--- src/rtl/_skid_reg_pkg.sv ---
// Shared constants for the two-slot skid register.
// State encodings and the occupancy decode live here.
package _skid_reg_pkg;

    localparam int BIT_WIDTH = 8;

    localparam logic [1:0] SKID_EMPTY = 2'b00;
    localparam logic [1:0] SKID_BUSY  = 2'b01;
    localparam logic [1:0] SKID_FULL  = 2'b10;

    function automatic logic [1:0] occ_of(input logic [1:0] st);
        logic [1:0] occ;
        occ = 2'd0;
        case (st)
            SKID_BUSY: occ = 2'd1;
            SKID_FULL: occ = 2'd2;
            default:   occ = 2'd0;
        endcase
        return occ;
    endfunction

endpackage

--- src/rtl/_skid_reg_slot.sv ---
// One storage slot: n-bit register with load enable.
// Instantiated twice by _skid_reg, once for the main slot and once for the skid slot.
module _skid_slot #(
    parameter int n = 8
) (
    input  logic         clk,
    input  logic         rst_n,
    input  logic         ld,
    input  logic [n-1:0] d,
    output logic [n-1:0] q
);

    always_ff @(posedge clk or negedge rst_n) begin
        if (!rst_n) begin
            q <= '0;
        end else if (ld) begin
            q <= d;
        end
    end

endmodule

--- src/rtl/_skid_reg.sv ---
// Two-slot skid register with a fully registered in_ready.
// Optional synchronous flush port when SKID_REG_FLUSH_EN is defined.
module _skid_reg
    import _skid_reg_pkg::*;
#(
    parameter int n = BIT_WIDTH
) (
    input  logic         clk,
    input  logic         rst_n,
`ifdef SKID_REG_FLUSH_EN
    input  logic         flush,
`endif
    input  logic         in_valid,
    input  logic [n-1:0] in_data,
    output logic         in_ready,
    output logic         out_valid,
    output logic [n-1:0] out_data,
    input  logic         out_ready,
    output logic [1:0]   occupancy
);

    logic [1:0]   state;
    logic [1:0]   state_nx;
    logic         in_fire;
    logic         out_fire;
    logic         main_ld;
    logic         skid_ld;
    logic         flush_i;
    logic [n-1:0] main_d;
    logic [n-1:0] main_q;
    logic [n-1:0] skid_q;

`ifdef SKID_REG_FLUSH_EN
    assign flush_i = flush;
`else
    assign flush_i = 1'b0;
`endif

    assign in_fire  = in_valid & in_ready;
    assign out_fire = out_valid & out_ready;

    always_comb begin
        state_nx = state;
        main_ld  = 1'b0;
        skid_ld  = 1'b0;
        case (state)
            SKID_EMPTY: begin
                if (in_fire) begin
                    state_nx = SKID_BUSY;
                    main_ld  = 1'b1;
                end
            end
            SKID_BUSY: begin
                if (in_fire && out_fire) begin
                    main_ld  = 1'b1;
                end else if (in_fire) begin
                    state_nx = SKID_FULL;
                    skid_ld  = 1'b1;
                end else if (out_fire) begin
                    state_nx = SKID_EMPTY;
                end
            end
            SKID_FULL: begin
                if (out_fire) begin
                    state_nx = SKID_BUSY;
                    main_ld  = 1'b1;
                end
            end
            default: state_nx = SKID_EMPTY;
        endcase
        // flush drops both handshakes and any pending slot load
        if (flush_i) begin
            state_nx = SKID_EMPTY;
            main_ld  = 1'b0;
            skid_ld  = 1'b0;
        end
    end

    assign main_d = (state == SKID_FULL) ? skid_q : in_data;

    always_ff @(posedge clk or negedge rst_n) begin
        if (!rst_n) begin
            state     <= SKID_EMPTY;
            out_valid <= 1'b0;
            in_ready  <= 1'b0;
        end else begin
            state     <= state_nx;
            out_valid <= (state_nx == SKID_BUSY) || (state_nx == SKID_FULL);
            in_ready  <= (state_nx != SKID_FULL);
        end
    end

    _skid_slot #(.n(n)) u_main (
        .clk   (clk),
        .rst_n (rst_n),
        .ld    (main_ld),
        .d     (main_d),
        .q     (main_q)
    );

    _skid_slot #(.n(n)) u_skid (
        .clk   (clk),
        .rst_n (rst_n),
        .ld    (skid_ld),
        .d     (in_data),
        .q     (skid_q)
    );

    assign out_data  = main_q;
    assign occupancy = occ_of(state);

endmodule

--- config.mk ---
export PLATFORM = sky130hd
export DESIGN_NAME = _skid_reg
export DESIGN_NICKNAME = d
export VERILOG_FILES = /design/src/rtl/_skid_reg_pkg.sv /design/src/rtl/_skid_reg_slot.sv /design/src/rtl/_skid_reg.sv
export SDC_FILE = /design/constraint.sdc
export NUM_CORES = 1
export LEC_CHECK = 0
export ABC_AREA = 1
export ABC_CLOCK_PERIOD_IN_PS = 1500
export CAP_MARGIN = 10
export CORE_MARGIN = 5
export CORE_UTILIZATION = 48
export CTS_BUF_LIST = sky130_fd_sc_hd__clkbuf_4 sky130_fd_sc_hd__clkbuf_8 sky130_fd_sc_hd__clkbuf_16
export CTS_CLUSTER_SIZE = 30
export DETAILED_ROUTE_END_ITERATION = 10
export GPL_TIMING_DRIVEN = 0
export PLACE_DENSITY = 0.86
export SLEW_MARGIN = 20
export SYNTH_ARGS = -nofsm -noshare
export SYNTH_HDL_FRONTEND = slang
export SYNTH_SLANG_ARGS = --single-unit
--- constraint.sdc ---
create_clock -name clk -period 1.5 [get_ports clk]
set_input_delay 0.45 -clock clk [delete_from_list [all_inputs] [get_ports clk]]
set_output_delay 0.45 -clock clk [all_outputs]
set_load 0.02 [all_outputs]
==> results.yml, run 1 <==
drt:
  drtIter0Drc: 36
  wl_met2_mm: 1.13
  drc: 0
  num_vias: 935
  wl_met3_um: 135
  wl_mm: 2.33
  wl_met1_mm: 1.04
  wl_per_cell_um: 12.9
  dr.max_layer_used: "met4"
  vias_per_cell: 5.17
  dr.pass1.iters: 4
  ant_nets: 0
setup_path:
  worstPathRequired_ps: 1050
  timing_worst_setup_path_type: "register to output port"
  crit_path_end_kind: "output port"
  cp_data_arrival_time_ps: 1140
  rr_worst_depth: 6
  r2r_slack_ps: 100
  cp_max_fo: 10
  crit_chain: "inv_2 > buf_6 > nor2_4 > buf_6"
  crit_path_start_kind: "register"
  worst_path_max_delay_cell: "dfrtp_2"
  critPathBufInv: 3
  cpMostUsedCell: "buf_6"
  max_stage_delay_ps: 400
  cp_top_family: "flip-flops"
  r2r-start: "state[1]"
  r2r_end: "out_valid"
timing:
  skew_ps: 7.55
  finalSetupViolations: 1
  report.final.slew_viol_count: 0
  finalHoldViolations: 0
  max_freq_mhz: 629
  whs_ps: 485
  maxSlewHeadroom_pct: 41.3
  period_needed_ps: 1590
  fin_ws_ps: -89.2
  worst-slew-pin-transition_ps: 878
  fin_crit_sh_pct: 106
  rsz0062_at_grt: "yes"
final_layout:
  fin_nets: 168
  layout-drive-gt1-share_pct: 19.5
  diodes: 0
  finalNonFillerCells: 181
  fill_cells: 171
  layout_commonest_cell: "nand2_1"
  multiInputGateArea_um2: 463
  final_cell_mix: "nand2_1, nand3_1, dfrtp_1, clkdlybuf4s50_1, dlygate4sd2_1"
  register_area_um2: 503
  utilization_pct: 68.2
  area_growth_pct: 34.5
hold_path:
  hold_path.startpoint: "u_skid.q[6]"
  hold_end: "u_skid.q[6]"
  hold_path.class: "register to register"
  worstHoldPathCells: 2
die:
  core_area_um2: 1980
  die_area_um2: 3110
  die_y_um: 55.8
  die_x_um: 55.8
  start_util_pct: 50.7
  placementRows: 16
  num_io_pins: 24
placed_design:
  post-dp-hpwl_mm: 1.63
  placedCellCount: 173
  pre_cts_ws_ps: -441
  globalplace.congestion: 0.891
  io_buffer_count: 23
logic_synthesis:
  ys_warn_count: 0
  synth_cell_type_count: 17
  synthesis.area_um2: 1000
  yosys-top-cells-area: "dfrtp_1, nand2_1, nand3_1"
  syn_avg_cell_area_um2: 8.17
  synth_nets: 136
  synth_top_cell_area_share_pct: 49.8
  yosys.area.top_type: "dfrtp_1"
  ys_seq_area_share_pct: 49.8
  ys_seq_elements: 20
  syn_inst: 123
global_route:
  grt_pass1_wl_mm: 3.90
  grt_pass1_vias: 888
  antenna_found_initial: 0
  grt_max_degree: 21
  track_usage_pct: 15.5
  grt-ovfl-total: 0
power_and_ir_drop:
  powerDensity_nw_per_um2: 2120
  p_leak_nw: 0.706
  finalPower_mw: 2.87
  ir_drop_mv: 1.29
clock_tree:
  clkTransAtPathRegs_ps: 110
  clock_path_buffers: 2
  clk-insertion-delay-late_ps: 310
  htreeDepth: 1
  numCtsBuffers: 3
  clock_sinks: 20
  cts-root-buf: "clkbuf_4"
  cts_tree: "yes"
outcome:
  outcome: "finished with violations"
  failed_checks: "setup timing"
job:
  drv_cap: 0
cell usage after synthesis (all sizes together):
library cell / number
nand3: 33
dfrtp: 20
nor2: 5
nand4: 1
a21oi: 2
inv: 5
buf: 4
o21ai: 2
ha: 1
nand2: 50
tightest hold or removal path, stage by stage, from the launching register on:
cell	delay (ps)
dfrtp_1	360
nand2_1	50
nand2_1	50
sequential cells by signal, summed over array words and instances, names as in the netlist:
| register | flops |
|---|---|
| in_ready | 1 |
| u_main.q | 8 |
| u_skid.q | 8 |
| state | 2 |
| out_valid | 1 |
per-layer routing:
metal | up-vias | GRT usage (%)
met2 | 30 | 25.0
met1 | 437 | 20.0
met5 | - | 0
met3 | 3 | 3.25
li1 | 465 | -
met4 | 0 | 6.94
area by class of cell:
| class | instances | share of cell area (%) |
|---|---|---|
| multi-input combinational | 94 | 34.3 |
| buffer | 4 | 3.33 |
| inverter | 5 | 1.39 |
| sequential | 20 | 37.2 |
| tap | 27 | 2.50 |
| clock buffer | 4 | 2.69 |
| timing repair buffer | 27 | 18.6 |
per-stage QoR:
| step | setup TNS, ps | cell area (um2) |
|---|---|---|
| floorplan | 0 | 1000 |
| global placement | -4290 | 1270 |
| detailed placement | -6250 | 1270 |
| CTS | -88.4 | 1330 |
| global route | -171 | 1350 |
| finish | -89.2 | 1350 |
worst max-delay path by stage:
stage	from	end	slack, ps	depth (start not counted)
floorplan	state[1]	out_valid	100	7
global placement	out_ready	out_valid	-390	8
detailed placement	out_ready	out_valid	-440	7
CTS	state[0]	occupancy[0]	-90	4
global route	state[0]	occupancy[0]	-130	4
finish	state[0]	occupancy[0]	-90	4
logic make-up after synthesis:
group | synth area share [%]
and+or+nand+nor | 42.2
DFF | 49.8
buffers and inverters | 4.73
AOI/OAI and AO/OA | 1.99
adders and majority gates | 1.25
where the power goes:
part	switching [mW]	internal [mW]	leakage, nW
logic	0.949	0.644	0.440
registers	0.162	0.796	0.245
clock network	0.168	0.148	0.0210
total	1.28	1.59	0.706
timing repair:
item                                    4_1_cts  5_1_grt
pin swaps                                     1        1
buffers inserted                              3        1
hold buffers                                  0        0
resized for setup                            30        6
endpoints found under the setup margin       14        7
(Power assumes the default switching activity.)
==> run 2: changes to the inputs <==
CORE_ASPECT_RATIO = 0.9   (was unset)
CORE_UTILIZATION = 45   (was 48)
PLACE_DENSITY = 0.81   (was 0.86)
==> run 2 against run 1 <==
- wire length up 9.9%
- the run still ends with setup timing left
- fmax down 1.1%
- sequential share of layout area down 2.0 points
==> results.yml, run 2 (same netlist as run 1, synthesis figures left out) <==
placed_design:
  post-dp-hpwl_mm: 1.69
  globalplace.congestion: 0.839
  pre_cts_ws_ps: -464
  io_buffer_count: 23
outcome:
  failed_checks: "setup timing"
  outcome: "finished with violations"
setup_path:
  rr_worst_depth: 6
  cp_data_arrival_time_ps: 1160
  cp_max_fo: 4
  r2r_end: "out_valid"
  r2r-start: "state[1]"
  crit_path_end_kind: "output port"
  r2r_slack_ps: 30
  worstPathRequired_ps: 1050
  timing_worst_setup_path_type: "register to output port"
  crit_path_start_kind: "register"
timing:
  finalSetupViolations: 2
  fin_crit_sh_pct: 107
  whs_ps: 486
  finalHoldViolations: 0
  maxSlewHeadroom_pct: 40.5
  max_freq_mhz: 623
  skew_ps: 1.59
  report.final.slew_viol_count: 0
  worst-slew-pin-transition_ps: 890
  period_needed_ps: 1610
  fin_ws_ps: -106
  tns_ps: -116
  rsz0062_at_grt: "yes"
final_layout:
  multiInputGateArea_um2: 470
  fin_nets: 173
  fill_cells: 174
  area_growth_pct: 42.0
  diodes: 0
  final_cell_mix: "nand2_1, nand3_1, dfrtp_1, buf_4, clkdlybuf4s50_1"
  layout_commonest_cell: "nand2_1"
  register_area_um2: 503
  reg.largest.list: "u_main.q (8), u_skid.q (8), state (2)"
  layout-drive-gt1-share_pct: 23.9
global_route:
  antenna_found_initial: 0
  grt_max_degree: 21
  track_usage_pct: 16.0
  grt-ovfl-total: 0
  grt_pass1_vias: 830
  grt_pass1_wl_mm: 3.84
drt:
  ant_nets: 0
  dr.pass1.iters: 4
  num_vias: 981
  vias_per_cell: 5.27
  wl_per_cell_um: 13.8
  drtIter0Drc: 60
  drc: 0
  wl_mm: 2.56
clock_tree:
  clock_path_buffers: 2
  clkTransAtPathRegs_ps: 110
  clk-insertion-delay-late_ps: 310
  cts_tree: "yes"
  clock_sinks: 20
  numCtsBuffers: 3
  cts-root-buf: "clkbuf_4"
  cts_hold_buffers: 0
  htreeDepth: 1
power_and_ir_drop:
  p_sw_share_pct: 42.4
  p_int_mw: 1.83
  seqPwrFrac_pct: 30.5
  clockPowerShare_pct: 13.9
  powerDensity_nw_per_um2: 2220
  p_leak_nw: 0.735
  comb_power_share_pct: 55.6
  finalPower_mw: 3.17
  power.net_switching_mw: 1.34
  ir_drop_mv: 1.16
hold_path:
  hold_path.class: "register to register"
  worstHoldPathCells: 2
  hold_path.startpoint: "u_skid.q[4]"
  hold_end: "u_skid.q[4]"
die:
  core_area_um2: 2160
  start_util_pct: 46.5
  die_x_um: 59.8
  die_y_um: 54.8
  placementRows: 16
  die_area_um2: 3280
  num_io_pins: 24
job:
  drv_cap: 0
-- run 2: changes by cell type in the layout (fill, tap and decap cells not counted) --
cell             previous run  this run
clkbuf_16                   0         1
buf_4                       6        10
clkdlybuf4s15_1             3         8
clkdlybuf4s15_2             1         0
bufinv_16                   0         1
dlygate4sd2_1               7         1
clkbuf_2                    0         2
a21oi_2                     0         2
a21oi_1                     2         0
clkbuf_8                    1         0
-- run 2: cell type report --
cell class | count | area share (%)
repair buffers | 32 | 21.2
plain buffers | 4 | 3.16
clock buffers | 3 | 1.58
multi-input cells | 94 | 33.0
well taps | 27 | 2.37
inverters | 5 | 1.32
flip-flops and latches | 20 | 35.3
clock inverters | 1 | 2.11
-- run 2: layer usage --
| metal | up-vias | wire [um] | share of wire [%] | global-route usage (%) |
|---|---|---|---|---|
| met5 | - | 0 | 0 | 0 |
| met1 | 467 | 1100 | 43 | 20.6 |
| met3 | 3 | 170 | 6.6 | 3.30 |
| met4 | 0 | 23 | 0.90 | 5.54 |
| met2 | 35 | 1270 | 50 | 26.6 |
| li1 | 476 | - | - | - |
-- run 2: power by group through the flow --
| stage | Clock (mW) | Combinational (mW) | Sequential, mW |
|---|---|---|---|
| 2_1_floorplan | 0 | 0.836 | 1.10 |
| 3_3_place_gp | 0 | 1.47 | 0.955 |
| 3_5_place_dp | 0 | 1.51 | 0.969 |
| 4_1_cts | 0.449 | 1.55 | 0.950 |
| 5_1_grt | 0.477 | 1.92 | 0.991 |
| 6_report | 0.442 | 1.76 | 0.967 |
-- run 2: worst max-delay path by stage --
| stage | to | slack, ps | start |
|---|---|---|---|
| 6_report | occupancy[0] | -110 | state[1] |
| 5_1_grt | occupancy[0] | -140 | state[1] |
| 4_1_cts | occupancy[0] | -100 | state[1] |
| 2_1_floorplan | out_valid | 100 | state[1] |
| 3_5_place_dp | out_valid | -460 | out_ready |
| 3_3_place_gp | out_valid | -400 | out_ready |
-- run 2: timing repair --
item	4_1_cts	5_1_grt
cloned	0	1
setup buffers	3	5
resized for setup	31	14
setup endpoints to repair	14	14
pin swaps	0	1
-- run 2: critical path: stages, from the launching register on --
cell,delay [ps]
dfrtp_2,470
buf_8,150
nor2_4,110
buf_6,120
-- run 2: stage by stage --
stage | instances | util [%] | instance area, um2
6_report | 186 | 66.0 | 1430
5_1_grt | 186 | 66.0 | 1430
4_1_cts | 180 | 62.6 | 1350
3_5_place_dp | 173 | 58.7 | 1270
3_3_place_gp | 173 | 58.7 | 1270
2_1_floorplan | 123 | - | 1000
==> run 3: changes to the inputs <==
CAP_MARGIN = 30   (was 10)
SLEW_MARGIN = 10   (was 20)
==> run 3 against run 2 <==
- the run still ends with setup timing left
- worst setup slack better by 3.0 ps
- non-clock buffer count is 1 higher
- combinational power hardly changed
- sequential share of layout area is 0.37 points lower
- sequential power hardly changed
==> results.yml, run 3 (same netlist as run 1, synthesis figures left out) <==
timing:
  finalHoldViolations: 0
  max_freq_mhz: 624
  fin_crit_sh_pct: 107
  rsz0062_at_grt: "yes"
  skew_ps: 0.733
  report.final.slew_viol_count: 0
  maxSlewHeadroom_pct: 69.8
  fin_ws_ps: -103
  period_needed_ps: 1600
  finalSetupViolations: 2
  worst-slew-pin-transition_ps: 452
outcome:
  outcome: "finished with violations"
  failed_checks: "setup timing"
die:
  core_area_um2: 2160
  die_y_um: 54.8
  start_util_pct: 46.5
  die_area_um2: 3280
  num_io_pins: 24
  placementRows: 16
  die_x_um: 59.8
drt:
  dr.pass1.iters: 4
  wl_mm: 2.57
  drc: 0
  ant_nets: 0
  wl_per_cell_um: 13.7
  drtIter0Drc: 45
  num_vias: 991
  vias_per_cell: 5.30
final_layout:
  final_cell_mix: "nand2_1, nand3_1, dfrtp_1, buf_4, clkdlybuf4s50_1"
  diodes: 0
  reg.largest.list: "u_main.q (8), u_skid.q (8), state (2)"
  fin_nets: 174
  layout_commonest_cell: "nand2_1"
  layout-drive-gt1-share_pct: 24.4
  stdcell_area_um2: 1440
  area_growth_pct: 43.5
global_route:
  grt_max_degree: 21
  grt-ovfl-total: 0
  grt_pass1_wl_mm: 3.84
  track_usage_pct: 16.0
  grt_pass1_vias: 830
  antenna_found_initial: 0
power_and_ir_drop:
  p_int_mw: 1.83
  p_sw_share_pct: 42.3
  p_leak_nw: 0.742
  clockPowerShare_pct: 13.9
  ir_drop_mv: 1.15
  powerDensity_nw_per_um2: 2200
  power.net_switching_mw: 1.34
  seqPwrFrac_pct: 30.5
  comb_power_share_pct: 55.6
setup_path:
  worstPathRequired_ps: 1050
  rr_worst_depth: 6
  r2r_end: "out_valid"
  max_stage_delay_ps: 470
  crit_chain: "buf_8 > nor2_4 > buf_6"
  r2r_slack_ps: 40
  crit_path_end_kind: "output port"
  cp_top_family: "flip-flops"
  cp_data_arrival_time_ps: 1150
  cp_max_fo: 4
  r2r-start: "state[1]"
  worst_path_max_delay_cell: "dfrtp_2"
  crit_path_start_kind: "register"
  timing_worst_setup_path_type: "register to output port"
  critPathBufInv: 2
placed_design:
  io_buffer_count: 23
  pre_cts_ws_ps: -464
  placed_cell_area_um2: 1270
  globalplace.congestion: 0.839
  post-dp-hpwl_mm: 1.69
clock_tree:
  htreeDepth: 1
  clkTransAtPathRegs_ps: 110
  cts_tree: "yes"
  clk-insertion-delay-late_ps: 310
  clock_sinks: 20
  clock_path_buffers: 2
  cts_hold_buffers: 0
  numCtsBuffers: 3
  cts-root-buf: "clkbuf_4"
job:
  drv_cap: 0
hold_path:
  hold_path.class: "input pin to async pin"
-- run 3: cell count changes in the layout (fill, tap and decap cells not counted) --
cell / before / now
buf_8: 1 / 2
-- run 3: area by class of cell --
cell class / count / area (um2)
buffer: 4 / 45.0
clock buffer: 3 / 22.5
clock inverter: 1 / 30.0
fill: 173 / 721
inverter: 5 / 18.8
multi-input combinational: 94 / 470
sequential: 20 / 503
tap: 27 / 33.8
timing repair buffer: 33 / 318
-- run 3: how the worst max path moves through the flow --
stage | from | to | depth (start not counted)
floorplan | state[1] | out_valid | 7
finish | state[1] | occupancy[0] | 3
global placement | out_ready | out_valid | 8
CTS | state[1] | occupancy[0] | 3
detailed placement | out_ready | out_valid | 8
global route | state[1] | occupancy[0] | 3
-- run 3: power by group through the flow --
| stage | registers [mW] | clock network [mW] | logic [mW] |
|---|---|---|---|
| 3_3_place_gp | 0.955 | 0 | 1.47 |
| 5_1_grt | 0.991 | 0.477 | 1.93 |
| 4_1_cts | 0.950 | 0.449 | 1.55 |
| 3_5_place_dp | 0.969 | 0 | 1.51 |
| 2_1_floorplan | 1.10 | 0 | 0.836 |
| 6_report | 0.967 | 0.441 | 1.76 |
-- run 3: metrics by stage --
step / setup TNS (ps) / utilization [%] / cells / hold WS, ps / total power, mW
detailed placement: -6110 / 58.7 / 173 / 459 / 2.48
global placement: -4800 / 58.7 / 173 / 454 / 2.42
floorplan: 0 / - / 123 / 154 / 1.93
global route: -226 / 66.7 / 187 / 458 / 3.40
finish: -111 / 66.7 / 187 / 444 / 3.17
CTS: -102 / 62.6 / 180 / 488 / 2.95
-- run 3: what timing repair did --
item | 4_1_cts | 5_1_grt
pin swaps | 0 | 1
hold endpoints to repair | 0 | 0
cloned | 0 | 1
endpoints found under the setup margin | 14 | 14
gates resized for setup | 31 | 14
buffers inserted | 3 | 5
-- run 3: routing by layer --
layer / GRT usage (%) / vias to the layer above / wire [um]
li1: - / 478 / -
met1: 20.6 / 469 / 1090
met2: 26.6 / 41 / 1270
met3: 3.30 / 3 / 182
met4: 5.54 / 0 / 23
met5: 0 / - / 0
